$ cat src/rtl/ram_controller.sv
// Sequencing controller that sweeps a 2^ADDR_WIDTH-entry RAM one address per clock
// (identity fill, clear fill or read sweep) and reports completion over a start/finished handshake.
module ram_controller #(
    parameter int ADDR_WIDTH = 8,
    parameter int DATA_WIDTH = 8
) (
    input  logic                  clk,
    input  logic                  reset,
    input  logic [2:0]            mode,
    input  logic                  start,
    output logic                  finished_bus,
    output logic                  wrenbus,
    output logic [DATA_WIDTH-1:0] ram_in,
    output logic [ADDR_WIDTH-1:0] address
);

    typedef enum logic [1:0] {
        IDLE,
        RUN,
        DONE
    } state_t;

    localparam logic [2:0]            MODE_IDENT = 3'b001;
    localparam logic [2:0]            MODE_CLEAR = 3'b010;
    localparam logic [2:0]            MODE_READ  = 3'b100;
    localparam logic [ADDR_WIDTH-1:0] LAST_ADDR  = '1;
    localparam logic [ADDR_WIDTH-1:0] ADDR_ONE   = ADDR_WIDTH'(1);

    state_t                state;
    logic [2:0]            mode_q;
    logic [ADDR_WIDTH-1:0] counter;

    function automatic logic is_sweep(input logic [2:0] m);
        return (m == MODE_IDENT) || (m == MODE_CLEAR) || (m == MODE_READ);
    endfunction

    function automatic logic write_en(input logic [2:0] m);
        return (m == MODE_IDENT) || (m == MODE_CLEAR);
    endfunction

    // Only the identity fill carries the location index as data; every other mode drives zero.
    function automatic logic [DATA_WIDTH-1:0] fill_data(input logic [2:0] m,
                                                        input logic [ADDR_WIDTH-1:0] idx);
        if (m == MODE_IDENT) begin
            return DATA_WIDTH'(idx);
        end
        return '0;
    endfunction

    always_ff @(posedge clk or posedge reset) begin
        if (reset) begin
            state        <= IDLE;
            mode_q       <= '0;
            counter      <= '0;
            address      <= '0;
            ram_in       <= '0;
            wrenbus      <= 1'b0;
            finished_bus <= 1'b0;
        end else begin
            case (state)
                IDLE: begin
                    if (start) begin
                        if (is_sweep(mode)) begin
                            state   <= RUN;
                            mode_q  <= mode;
                            counter <= '0;
                            address <= '0;
                            wrenbus <= write_en(mode);
                            ram_in  <= fill_data(mode, '0);
                        end else begin
                            state        <= DONE;
                            finished_bus <= 1'b1;
                        end
                    end
                end
                RUN: begin
                    // Stop on the last location instead of wrapping into a 257th access.
                    if (counter == LAST_ADDR) begin
                        state        <= DONE;
                        finished_bus <= 1'b1;
                        wrenbus      <= 1'b0;
                        ram_in       <= '0;
                    end else begin
                        counter <= counter + ADDR_ONE;
                        address <= counter + ADDR_ONE;
                        ram_in  <= fill_data(mode_q, counter + ADDR_ONE);
                        wrenbus <= write_en(mode_q);
                    end
                end
                DONE: begin
                    wrenbus <= 1'b0;
                    ram_in  <= '0;
                    if (!start) begin
                        state        <= IDLE;
                        finished_bus <= 1'b0;
                        counter      <= '0;
                        address      <= '0;
                    end
                end
                default: begin
                    state <= IDLE;
                end
            endcase
        end
    end

endmodule

$ cat config.mk
export PLATFORM = sky130hd
export DESIGN_NAME = ram_controller
export DESIGN_NICKNAME = d
export VERILOG_FILES = /design/src/rtl/ram_controller.sv
export SDC_FILE = /design/constraint.sdc
export NUM_CORES = 1
export LEC_CHECK = 0
export ABC_CLOCK_PERIOD_IN_PS = 3250
export CAP_MARGIN = 5
export CORE_MARGIN = 2
export CORE_UTILIZATION = 56
export CTS_BUF_LIST = sky130_fd_sc_hd__clkbuf_16
export CTS_CLUSTER_SIZE = 14
export DETAILED_ROUTE_END_ITERATION = 10
export PLACE_DENSITY = 0.84
export SLEW_MARGIN = 20
export SYNTH_ARGS = -nofsm -noshare
export SYNTH_HDL_FRONTEND = slang
export SYNTH_SLANG_ARGS = --single-unit
$ cat constraint.sdc
create_clock -name clk -period 3.25 [get_ports clk]
set_input_delay 0.4875 -clock clk [delete_from_list [all_inputs] [get_ports clk]]
set_output_delay 0.4875 -clock clk [all_outputs]
set_load 0.02 [all_outputs]
==> flow_summary.ini <==
[drt]
wl_met2_um = 1510
avgRoutedWirePerCell_um = 16.9
wl_met1_um = 1420
wl_um = 3180
postRouteAntennaNets = 0
vias = 1166
wl_met3_um = 206
top_layer_used = met4
drc_errors = 0
via_per_inst = 6.20
dr.first_iter.drc_count = 63
firstDrtPassIters = 4

[clocking]
clock-sinks = 23
cts_setup_buffers = 0
cts_tree = done
clk_pin_slew_ns = 0.06
cts_resized = 0
cts_hold_buf = 0
ctsRootBufferMaster = clkbuf_16
numCtsBuffers = 3
h-tree-depth = 1
cts_buffer_depth = 2
clkLatencyLatePin_ns = 0.26

[setup_path]
cp_cell_sequence = clkdlybuf4s50_1 -> xnor2_1 -> o221ai_2 -> nand2_2 -> mux2_2
end_kind = flip-flop
critical-path-max-stage-delay_ns = 0.71
critPathLaunchType = input pin
critPathKind = input pin to flip-flop
arrival_ns = 2.42
crit_required_ns = 3.39
worst_path_max_delay_cell = clkdlybuf4s50_1
crit_path_max_fanout = 11

[job]
maxCapViolCount = 0

[sta]
finalCriticalPeriod_ns = 2.28
rsz0062_at_grt = no
tightest_slew_ns = 0.865
hold_viol_final = 0
setup_viol = 0
slew_headroom = 0.422
min_period_over_period = 0.703
whs_ns = 0.511
setup_tns_ns = 0
clock_skew_ns = 0.00420
slew_violations = 0
fmax_mhz = 438

[power]
p_sw_frac = 0.199
clkPwrFrac = 0.462
internal_power_uw = 460
comb_power_share = 0.040
p_sw_uw = 115
p_seq_frac = 0.498
max-vdd-ir-drop_mv = 0.340
power_density_mw_per_mm2 = 341
p_leak_nw = 0.778

[logic_synthesis]
syn_area_sq_mm = 0.00137
syn_nets = 149
synth_area_leader_cell = dfrtp_1
async_reset_ff_frac = 1.00
avgSynthCellArea_sq_um = 9.93
synth_top_area_share = 0.420
yosys.cell_count.top_type = dfrtp_1
dominantRegCellSynth = dfrtp_1
synth_edf_count = 0
ys_ff_latch = 23
yosysSeqAreaShare = 0.420
yosys_warnings = 0
synthTopCellsByCount = dfrtp_1, inv_1, o21ai_0
synth_cell_types = 41
synthTopCellsByArea = dfrtp_1, mux2_2, ha_1
syn_inst = 138

[floorplan]
rows = 17
start_util = 0.608
die_area_sq_mm = 0.00286
num_io_pins = 24
die_h_um = 53.5
core_sq_mm = 0.00225
die_x_um = 53.5

[finish]
antenna_cells = 0
postLayoutCoreUtil = 0.748
final_cells = 188
syn2layout_area_growth_pct = 23.1
drive_gt1_frac = 0.113
fillers = 172
multi_input_area_sq_um = 724
seq_area_sq_um = 576
nNetsFinal = 172

[grt]
grt_pass1_wl_um = 5360
grt_overflow = 0
antenna_found_initial = 0
grt_pass1_vias = 1113
grt_max_degree = 24
grt_usage = 0.263

[placed_design]
place_congestion = 0.899
hpwl_um = 2330
placed_cells = 184
io_buffers = 23

[hold_path]
hp-class = flip-flop to flip-flop

[outcome]
status = finished clean
[cells by family (layout without fill, tap and decap cells)]
kind of cell | Yosys count | count (layout) | share of synthesized area
buffers and inverters | 16 | 38 | 0.0511
muxes | 12 | 12 | 0.0977
xor gates and xnor gates | 5 | 5 | 0.0320
adders and majority gates | 5 | 5 | 0.0457
DFF | 23 | 23 | 0.420
AOI/OAI and AO/OA | 34 | 34 | 0.179
and+or+nand+nor | 43 | 43 | 0.174
[power groups by stage]
stage                     sequential [mW]  clock, mW  combinational [mW]
final                               0.286      0.265              0.0232
after floorplan                     0.292          0              0.0155
after global routing                0.286      0.285              0.0257
after CTS                           0.286      0.266              0.0234
after detailed placement            0.292          0              0.0231
after global placement              0.292          0              0.0217
[worst max-delay path: cells and delay by family]
kind | cells | cell delay, ns
and+or+nand+nor | 1 | 0.25
AOI/OAI and AO/OA | 1 | 0.46
buffers and inverters | 1 | 0.71
muxes | 1 | 0.34
xor gates and xnor gates | 1 | 0.16
[state kept, by name, indices dropped and copies added (netlist names)]
signal        count
ram_in            8
wrenbus           1
mode_q            3
state             2
counter           8
finished_bus      1
[worst paths after layout]
kind	startpoint	end	slack, ns	cells after the start
setup / recovery	mode[2]	ram_in[3]	0.97	5
hold / removal	ram_in[4]	ram_in[4]	0.51	1
setup reg to reg	state[1]	counter[6]	1.24	6
hold reg to reg	ram_in[4]	ram_in[4]	0.51	1
max in group asynchronous	reset	counter[6]	2.00	2
min in group asynchronous	reset	mode_q[0]	0.71	2
[layout by cell type (no fill, tap or decap), types with 2 or more instances in the layout]
cell type        netlist  layout
dfrtp_1               23      23
clkdlybuf4s50_1        0      23
inv_1                 11      11
o21ai_0               10      10
nand3_1                9       9
nand2_1                8       8
mux2_2                 7       7
o2bb2ai_1              6       6
nand2b_1               5       5
a21oi_1                5       5
ha_1                   5       5
xnor2_1                4       4
mux2i_1                4       4
nor2_1                 4       4
nand4_1                3       3
clkbuf_16              0       3
o211ai_1               2       2
or3_1                  2       2
and4_1                 2       2
nor3_1                 2       2
a31oi_1                2       2
[through the flow]
stage | cell area (sq um) | power (mW) | setup WS, ns
final | 1690 | 0.575 | 0.967
after global routing | 1690 | 0.597 | 0.854
after CTS | 1690 | 0.575 | 0.999
after detailed placement | 1610 | 0.315 | 0.744
after global placement | 1610 | 0.313 | 0.804
after floorplan | 1370 | 0.307 | 1.47
[per-layer routing]
layer,global-route usage,vias up
met5,0,-
met4,0.111,0
met3,0.0311,5
met2,0.414,60
met1,0.362,559
li1,-,542
[area by class of cell]
class	count	share of cell area
multi-input cells	99	0.430
flip-flops and latches	23	0.341
repair buffers	23	0.136
clock buffers	3	0.0445
inverters	11	0.0245
well taps	28	0.0208
clock inverters	1	0.00297
Power figures use the tool's default switching activity.
